File: src/rtl/lcd_io_responder.sv
`default_nettype none
// ============================================================================
// Module   : lcd_io_responder
// Purpose  : Device-side responder for the CPU's memory-mapped LCD register.
//            A rising edge on the EN strobe bit of the LSU's LCD word starts a
//            character-LCD bus cycle: setup, enable pulse, hold, and an
//            execution wait sized by the command. One extra command can be
//            queued while a cycle is running; further commands are dropped
//            and recorded in a sticky overflow flag.
// Ports    : clk_i, rst_i        clock, asynchronous active-high reset
//            io_lcd_i            LCD register word ([31] ON, [11] overflow
//                                clear, [10] EN strobe, [9] RS, [8] RW,
//                                [7:0] data)
//            lcd_data_i          data bus read back from the LCD pins
//            lcd_data_o/_oe_o    data bus drive and output enable
//            lcd_rs_o/rw_o/en_o  LCD control pins
//            lcd_on_o            LCD power/backlight
//            lcd_done_o          one-cycle pulse at the end of a transaction
//            status_o            {busy, pending, overflow, 0..., rd_data[7:0]}
// Revision : 1.0 - initial release
// ============================================================================
module lcd_io_responder #(
    parameter int Width     = 32,
    parameter int SETUP_CYC = 4,
    parameter int PULSE_CYC = 12,
    parameter int HOLD_CYC  = 4,
    parameter int EXEC_CYC  = 2000,
    parameter int LONG_CYC  = 80000
) (
    input  logic             clk_i,
    input  logic             rst_i,
    input  logic [Width-1:0] io_lcd_i,
    input  logic [7:0]       lcd_data_i,
    output logic [7:0]       lcd_data_o,
    output logic             lcd_data_oe_o,
    output logic             lcd_rs_o,
    output logic             lcd_rw_o,
    output logic             lcd_en_o,
    output logic             lcd_on_o,
    output logic             lcd_done_o,
    output logic [Width-1:0] status_o
);

    // Counter width covers the largest phase length.
    localparam int MAX_SP  = (SETUP_CYC > PULSE_CYC) ? SETUP_CYC : PULSE_CYC;
    localparam int MAX_HE  = (HOLD_CYC > EXEC_CYC) ? HOLD_CYC : EXEC_CYC;
    localparam int MAX_A   = (MAX_SP > MAX_HE) ? MAX_SP : MAX_HE;
    localparam int MAX_ALL = (MAX_A > LONG_CYC) ? MAX_A : LONG_CYC;
    localparam int CNT_W   = $clog2(MAX_ALL + 1);

    localparam logic [CNT_W-1:0] c_setup_ld = CNT_W'(SETUP_CYC - 1);
    localparam logic [CNT_W-1:0] c_pulse_ld = CNT_W'(PULSE_CYC - 1);
    localparam logic [CNT_W-1:0] c_hold_ld  = CNT_W'(HOLD_CYC - 1);
    localparam logic [CNT_W-1:0] c_exec_ld  = CNT_W'(EXEC_CYC - 1);
    localparam logic [CNT_W-1:0] c_long_ld  = CNT_W'(LONG_CYC - 1);
    localparam logic [CNT_W-1:0] c_one      = CNT_W'(1);

    typedef enum logic [2:0] {
        S_IDLE  = 3'd0,
        S_SETUP = 3'd1,
        S_PULSE = 3'd2,
        S_HOLD  = 3'd3,
        S_EXEC  = 3'd4
    } state_t;

    // Command layout: [9] RS, [8] RW, [7:0] data.
    state_t           state_q, state_d;
    logic [CNT_W-1:0] cnt_q, cnt_d;
    logic [9:0]       cmd_q, cmd_d;
    logic [9:0]       cap_q, cap_d;
    logic [9:0]       pend_q, pend_d;
    logic             pend_v_q, pend_v_d;
    logic             ovf_q, ovf_d;
    logic [7:0]       rd_q, rd_d;
    logic             en_s_q, en_s_d;
    logic             en_prev_q, en_prev_d;
    logic             on_q, on_d;

    logic             w_rise;
    logic             w_busy;
    logic             w_exit;
    logic             w_long;
    logic             w_ovf_set;

    // Bits of the register word this block does not decode.
    logic             unused_io_bits;
    assign unused_io_bits = ^io_lcd_i[Width-2:12];

    // The strobe is sampled into en_s_q and acted on one cycle later; the
    // command fields are captured on the same edge that samples the strobe
    // so they line up with the detected rise.
    assign w_rise = en_s_q & ~en_prev_q;
    assign w_busy = (state_q != S_IDLE);
    assign w_exit = (state_q == S_EXEC) && (cnt_q == '0);
    assign w_long = ~cmd_q[9] & ~cmd_q[8] &
                    ((cmd_q[7:0] == 8'h01) || (cmd_q[7:0] == 8'h02) ||
                     (cmd_q[7:0] == 8'h03));

    always_comb begin
        en_s_d    = io_lcd_i[10];
        en_prev_d = en_s_q;
        cap_d     = (io_lcd_i[10] & ~en_s_q) ? io_lcd_i[9:0] : cap_q;
        on_d      = io_lcd_i[Width-1];
        state_d   = state_q;
        cnt_d     = cnt_q;
        cmd_d     = cmd_q;
        pend_d    = pend_q;
        pend_v_d  = pend_v_q;
        rd_d      = rd_q;
        w_ovf_set = 1'b0;

        unique case (state_q)
            S_IDLE: begin
                if (w_rise) begin
                    state_d = S_SETUP;
                    cnt_d   = c_setup_ld;
                    cmd_d   = cap_q;
                end
            end
            S_SETUP: begin
                if (cnt_q == '0) begin
                    state_d = S_PULSE;
                    cnt_d   = c_pulse_ld;
                end else begin
                    cnt_d = cnt_q - c_one;
                end
            end
            S_PULSE: begin
                if (cnt_q == '0) begin
                    if (cmd_q[8]) begin
                        rd_d = lcd_data_i;
                    end
                    state_d = S_HOLD;
                    cnt_d   = c_hold_ld;
                end else begin
                    cnt_d = cnt_q - c_one;
                end
            end
            S_HOLD: begin
                if (cnt_q == '0) begin
                    state_d = S_EXEC;
                    cnt_d   = w_long ? c_long_ld : c_exec_ld;
                end else begin
                    cnt_d = cnt_q - c_one;
                end
            end
            S_EXEC: begin
                if (cnt_q == '0) begin
                    if (pend_v_q) begin
                        // Queued command starts with no idle gap; a rise in
                        // this same cycle refills the slot just vacated.
                        state_d  = S_SETUP;
                        cnt_d    = c_setup_ld;
                        cmd_d    = pend_q;
                        pend_v_d = w_rise;
                        if (w_rise) begin
                            pend_d = cap_q;
                        end
                    end else if (w_rise) begin
                        // Rise at the exit with an empty slot starts directly
                        // rather than parking in the slot and idling.
                        state_d = S_SETUP;
                        cnt_d   = c_setup_ld;
                        cmd_d   = cap_q;
                    end else begin
                        state_d = S_IDLE;
                    end
                end else begin
                    cnt_d = cnt_q - c_one;
                end
            end
            default: begin
                state_d = S_IDLE;
                cnt_d   = '0;
            end
        endcase

        // Rise during a running transaction (other than the exit cycle).
        if (w_rise && w_busy && !w_exit) begin
            if (!pend_v_q) begin
                pend_d   = cap_q;
                pend_v_d = 1'b1;
            end else begin
                w_ovf_set = 1'b1;
            end
        end

        // Set has priority over the level-sensitive clear.
        if (w_ovf_set) begin
            ovf_d = 1'b1;
        end else if (io_lcd_i[11]) begin
            ovf_d = 1'b0;
        end else begin
            ovf_d = ovf_q;
        end
    end

    always_ff @(posedge clk_i or posedge rst_i) begin
        if (rst_i) begin
            state_q   <= S_IDLE;
            cnt_q     <= '0;
            cmd_q     <= '0;
            cap_q     <= '0;
            pend_q    <= '0;
            pend_v_q  <= 1'b0;
            ovf_q     <= 1'b0;
            rd_q      <= '0;
            en_s_q    <= 1'b0;
            en_prev_q <= 1'b0;
            on_q      <= 1'b0;
        end else begin
            state_q   <= state_d;
            cnt_q     <= cnt_d;
            cmd_q     <= cmd_d;
            cap_q     <= cap_d;
            pend_q    <= pend_d;
            pend_v_q  <= pend_v_d;
            ovf_q     <= ovf_d;
            rd_q      <= rd_d;
            en_s_q    <= en_s_d;
            en_prev_q <= en_prev_d;
            on_q      <= on_d;
        end
    end

    // Bus outputs decode directly from registered state so an asynchronous
    // reset drops EN immediately.
    assign lcd_rs_o      = w_busy & cmd_q[9];
    assign lcd_rw_o      = w_busy & cmd_q[8];
    assign lcd_data_o    = w_busy ? cmd_q[7:0] : 8'h00;
    assign lcd_data_oe_o = w_busy & ~cmd_q[8];
    assign lcd_en_o      = (state_q == S_PULSE);
    assign lcd_on_o      = on_q;
    assign lcd_done_o    = w_exit;
    assign status_o      = {w_busy, pend_v_q, ovf_q, {(Width-11){1'b0}}, rd_q};

endmodule
`default_nettype wire

File: config.mk
export PLATFORM = sky130hd
export DESIGN_NAME = lcd_io_responder
export DESIGN_NICKNAME = d
export VERILOG_FILES = /design/src/rtl/lcd_io_responder.sv
export SDC_FILE = /design/constraint.sdc
export NUM_CORES = 1
export LEC_CHECK = 0
export ABC_AREA = 1
export CORE_MARGIN = 2
export CORE_UTILIZATION = 53
export CTS_CLUSTER_SIZE = 10
export DETAILED_ROUTE_END_ITERATION = 8
export PLACE_DENSITY = 0.84
export SLEW_MARGIN = 30
export SYNTH_ARGS = -nofsm -noshare
export SYNTH_HDL_FRONTEND = slang
export SYNTH_SLANG_ARGS = --single-unit
File: constraint.sdc
create_clock -name clk_i -period 3.7 [get_ports clk_i]
set_input_delay 1.11 -clock clk_i [delete_from_list [all_inputs] [get_ports clk_i]]
set_output_delay 1.11 -clock clk_i [all_outputs]
set_load 0.02 [all_outputs]
* Word-level counts from Yosys, hierarchy flattened *
Cells that the tools add are included.

operators by class
  muxes and demuxes = 36
  bitwise logic cells = 11
  reductions and logical operators = 14
  multiply operators = 0
  shifts and indexed selects = 0
  $add $sub $neg = 1
  div/mod/pow operators = 0
  eq/ne operators = 12
  order comparisons = 0

operators with widths
  cell                                                 number
  2-to-1 mux 17 bit                                    7
  2-to-1 mux 10 bit                                    9
  case mux 17 bit (5 select lines)                     1
  case mux 10 bit (2 select lines)                     1
  logical NOT 17 bit                                   1
  subtractor 17 x 1 -> 17 bit (second input constant)  1
  == test 8 x 2 -> 1 bit (second input constant)       2
  2-to-1 mux 3 bit                                     5
  case mux 3 bit (5 select lines)                      1
  2-to-1 mux 1 bit                                     11
  == test 8 x 1 -> 1 bit (second input constant)       1
  2-to-1 mux 8 bit                                     1
  AND 1 bit                                            7
  == test 3 x 2 -> 1 bit (second input constant)       2
  != test 2 bit (second input constant)                3
  AND reduction 5 bit                                  1
  != test 2 x 1 -> 1 bit (second input constant)       2
  inverter 1 bit                                       4
  nonzero test 2 bit                                   2
  == test 3 x 1 -> 1 bit (second input constant)       1
  == test 3 bit (second input constant)                1
  logical AND 1 bit                                    3
  logical NOT 3 bit                                    1
  AND reduction 3 bit                                  1
  other kinds (4)                                      5

storage, ports and cells
  input port bits = 42
  flip-flop bits (word level) = 63
  bits in read-only memories = 0
  bits in writable memories = 0
  bits in latches = 0
  output and inout port bits = 46
  word-level logic and storage cells = 85
  memories = 0

* Longest topological paths before layout *
  depth in word-level cells = 8
  depth in mapped cells = 10
  depth with buffers taken out = 10

* Least setup slack after synthesis *
Ideal clock, no wire load.

  path type = register to output
  start = register cnt_q[0]
  end = output port lcd_done_o
  stages on the path, launching flop included = 7
  path buffers = 0
  data arrival time = 1232 ps
  required time = 2590 ps
  setup slack = 1358 ps
  path through = dfrtp_1 inv_1 ha_1 nand2_2 nor2_4 nand4_2 inv_2

on the way
  word-level cells in the longest chain between the ends = 2

RTL lines
  element                   line  source
  start: declaration        68    logic [CNT_W-1:0] cnt_q, cnt_d;
  start signal: assignment  213   cnt_q <= cnt_d;
  logical NOT 17 bit        94    assign w_exit = (state_q == S_EXEC) && (cnt_q == '0);
  logical AND 1 bit         94
  end: declaration          40    output logic lcd_done_o,

No other way between the ends.

* Final worst setup path *
Same ends and word-level chain as after synthesis.

==> flow_metrics.py <==
metrics = {
    "run_status": {
        "status": "complete, no violations",
    },
    "hold_path": {
        "worstHoldStart": "en_prev_d$_DFF_PP0_",
        "holdPathStages": 0,
        "hold_class": "reg -> reg",
        "min_to": "en_prev_q$_DFF_PP0_",
    },
    "layout": {
        "n_antenna_cell": 0,
        "drive_gt1_share_pct": 10.8,
        "area_delta_synth_final_pct": 17.0,
        "mostFrequentLayoutCell": "nand2_1",
        "nNetsFinal": 521,
        "layout_common_cells": "nand2_1, dfrtp_1, clkdlybuf4s50_1",
    },
    "clock_tree": {
        "cts.path.max_buffers": 2,
        "clock_latency_ps": 350,
        "clockRootBuffer": "clkbuf_8",
        "tritoncts": "yes",
        "post_cts_resize_count": 0,
        "numCtsBuffers": 9,
        "cts_htree_levels": 3,
        "clk_pin_slew_ps": 70,
        "cts.sinks": 63,
        "post_cts_buffers": 0,
        "hold_buffers": 0,
    },
    "worst_setup_path": {
        "crit_chain": "inv_1, ha_1, nand2_2, nor2_4, nand4_2, inv_2, clkdlybuf4s50_1",
        "arrival_ps": 2380,
        "slowest_stage": "clkdlybuf4s50_1",
        "crit_required_ps": 2590,
        "timing.rr.end": "pend_q[4]$_DFF_PP0_",
        "r2r_start": "state_q[1]$_DFFE_PP0P_",
        "ff2ff_path_depth": 8,
        "end_kind": "output port",
        "path_max_fanout": 6,
        "slowest_delay_ps": 610,
        "worst-setup-path-type": "reg -> out",
        "rrSetupSlack_ps": 1350,
        "startpoint_type": "register",
    },
    "logic_synthesis": {
        "yosysSeqAreaShare_pct": 45.4,
        "synth_area_mm2": 0.00347,
        "yosysUniqueCellTypes": 35,
        "synthTopCellsByArea": "dfrtp_1, nand2_1, nand3_1, buf_4, nor2_1",
        "netlist_instances": 434,
        "yosys_warnings": 0,
        "syn-mean-instance-area_um2": 8.01,
        "synth_top_area_share_pct": 45.4,
        "synth_top_cell_by_area": "dfrtp_1",
        "synth_seq_cells": 63,
    },
    "sta": {
        "clock.fmax_ghz": 0.287,
        "setup_viol": 0,
        "slew_headroom_pct": 46.4,
        "hold_viol_final": 0,
        "fin_crit_sh_pct": 94.3,
        "post-route-min-period_ps": 3490,
        "fin_setup_tns_ps": 0,
        "clock_skew_ps": 9.00,
        "rsz0062_at_grt": "no",
        "tightest_slew_ps": 803,
        "slew_viol_final": 0,
    },
    "floorplanning": {
        "die_area_mm2": 0.00722,
        "num_rows": 29,
        "initial_core_util_pct": 54.7,
        "die_w_um": 85.0,
        "num_io_pins": 88,
        "die_h_um": 85.0,
        "core-area_mm2": 0.00635,
    },
    "grt": {
        "grt_pass1_vias": 2842,
        "gr-total-overflow": 0,
        "grt_max_degree": 64,
        "antenna_found_initial": 0,
        "grt_pass1_wl_mm": 12.8,
        "grt_usage_pct": 22.1,
    },
    "route": {
        "wl_per_cell_um": 13.6,
        "first_iter_violations": 258,
        "ant_nets": 0,
        "vias": 2935,
        "via_per_inst": 5.24,
        "drc": 0,
        "drt-total-wl_mm": 7.59,
        "firstDrtPassIters": 4,
    },
    "power_and_ir_drop": {
        "leakage_nw": 1.98,
        "p_per_area_mw_per_mm2": 812,
        "irDropWorstVdd_mv": 0.536,
        "finalPower_mw": 3.30,
    },
    "placed_design": {
        "place.gp.congestion": 0.926,
        "portBuffers": 47,
        "dp_hpwl_mm": 5.48,
    },
    "job": {
        "cap_violations": 0,
    },
}
==> worst max path at each step <==
stage / from / to / slack, ps / cells past startpoint
2_1_floorplan: rst_i / cap_q[0]$_DFFE_PP0P_ / 1020 / 1
3_3_place_gp: cnt_q[0]$_DFF_PP0_ / lcd_done_o / 650 / 7
3_5_place_dp: cnt_q[0]$_DFF_PP0_ / lcd_done_o / 580 / 7
4_1_cts: cnt_q[0]$_DFF_PP0_ / lcd_done_o / 200 / 7
5_1_grt: cnt_q[0]$_DFF_PP0_ / lcd_done_o / 80 / 7
6_report: cnt_q[0]$_DFF_PP0_ / lcd_done_o / 210 / 7
==> through the flow <==
step / area (um2) / instances / util, % / hold slack [ps] / setup slack [ps]
6_report: 4070 / 560 / 64.0 / 380 / 212
5_1_grt: 4070 / 560 / 64.0 / 398 / 79.9
4_1_cts: 4070 / 560 / 64.0 / 383 / 197
3_5_place_dp: 3890 / 544 / 61.3 / 361 / 580
3_3_place_gp: 3890 / 544 / 61.3 / 359 / 651
2_1_floorplan: 3550 / 454 / - / 354 / 1020
==> worst max-delay path: cells and delay by family, from the launching register on <==
kind | cells | cell delay [ps]
buffers and inverters | 3 | 840
AND/OR/NAND/NOR | 3 | 530
flip-flops | 1 | 380
adder cells (fa/ha/maj) | 1 | 280
==> cell families (layout without fill, tap and decap cells) <==
logic type / Yosys count / after routing / synth area share, %
AO/OA/AOI/OAI: 61 / 61 / 10.7
XOR/XNOR: 8 / 8 / 2.02
adder cells (fa/ha/maj): 1 / 1 / 0.360
buffers and inverters: 79 / 108 / 11.7
flip-flops: 63 / 63 / 45.4
multiplexers: 10 / 10 / 3.24
other: 1 / 21 / 0.108
AND/OR/NAND/NOR: 211 / 211 / 26.5
==> registers in the layout, indices dropped and copies added, names as in the netlist, 3 cells and up <==
signal   cells
cnt_q       17
rd_q         8
cmd_q       10
state_q      3
pend_q      10
cap_q       10
==> area by class of cell <==
cell class / count / area, um2
fill: 505 / 2280
sequential: 63 / 1580
multi-input combinational: 312 / 1570
timing repair buffer: 49 / 485
inverter: 43 / 164
clock buffer: 9 / 124
tap: 77 / 96.3
clock inverter: 7 / 50.0
==> where the power goes <==
| group | switching, mW | internal [mW] |
|---|---|---|
| clock | 0.289 | 0.242 |
| combinational | 1.02 | 0.625 |
| sequential | 0.193 | 0.935 |
| total | 1.50 | 1.80 |
==> synthesized netlist by cell type, drive strengths merged <==
library cell and number:
a21oi 4, a22oi 1, a31o 1, buf 30, clkbuf 6, conb 1
dfrtp 63, ha 1, inv 43, mux2 10, nand2 114, nand3 40
nand3b 2, nand4 5, nor2 46, nor3 2, o211ai 12, o21ai 42
o22ai 1, or2 2, xnor2 1, xor2 7
==> routing by layer <==
| layer | global-route usage (%) | wire length, um | up-vias |
|---|---|---|---|
| li1 | - | - | 1445 |
| met1 | 27.8 | 3210 | 1387 |
| met2 | 37.4 | 3870 | 87 |
| met3 | 4.18 | 368 | 16 |
| met4 | 9.09 | 138 | 0 |
| met5 | 0 | 0 | - |
No activity file was read; power rests on OpenSTA's default activity.
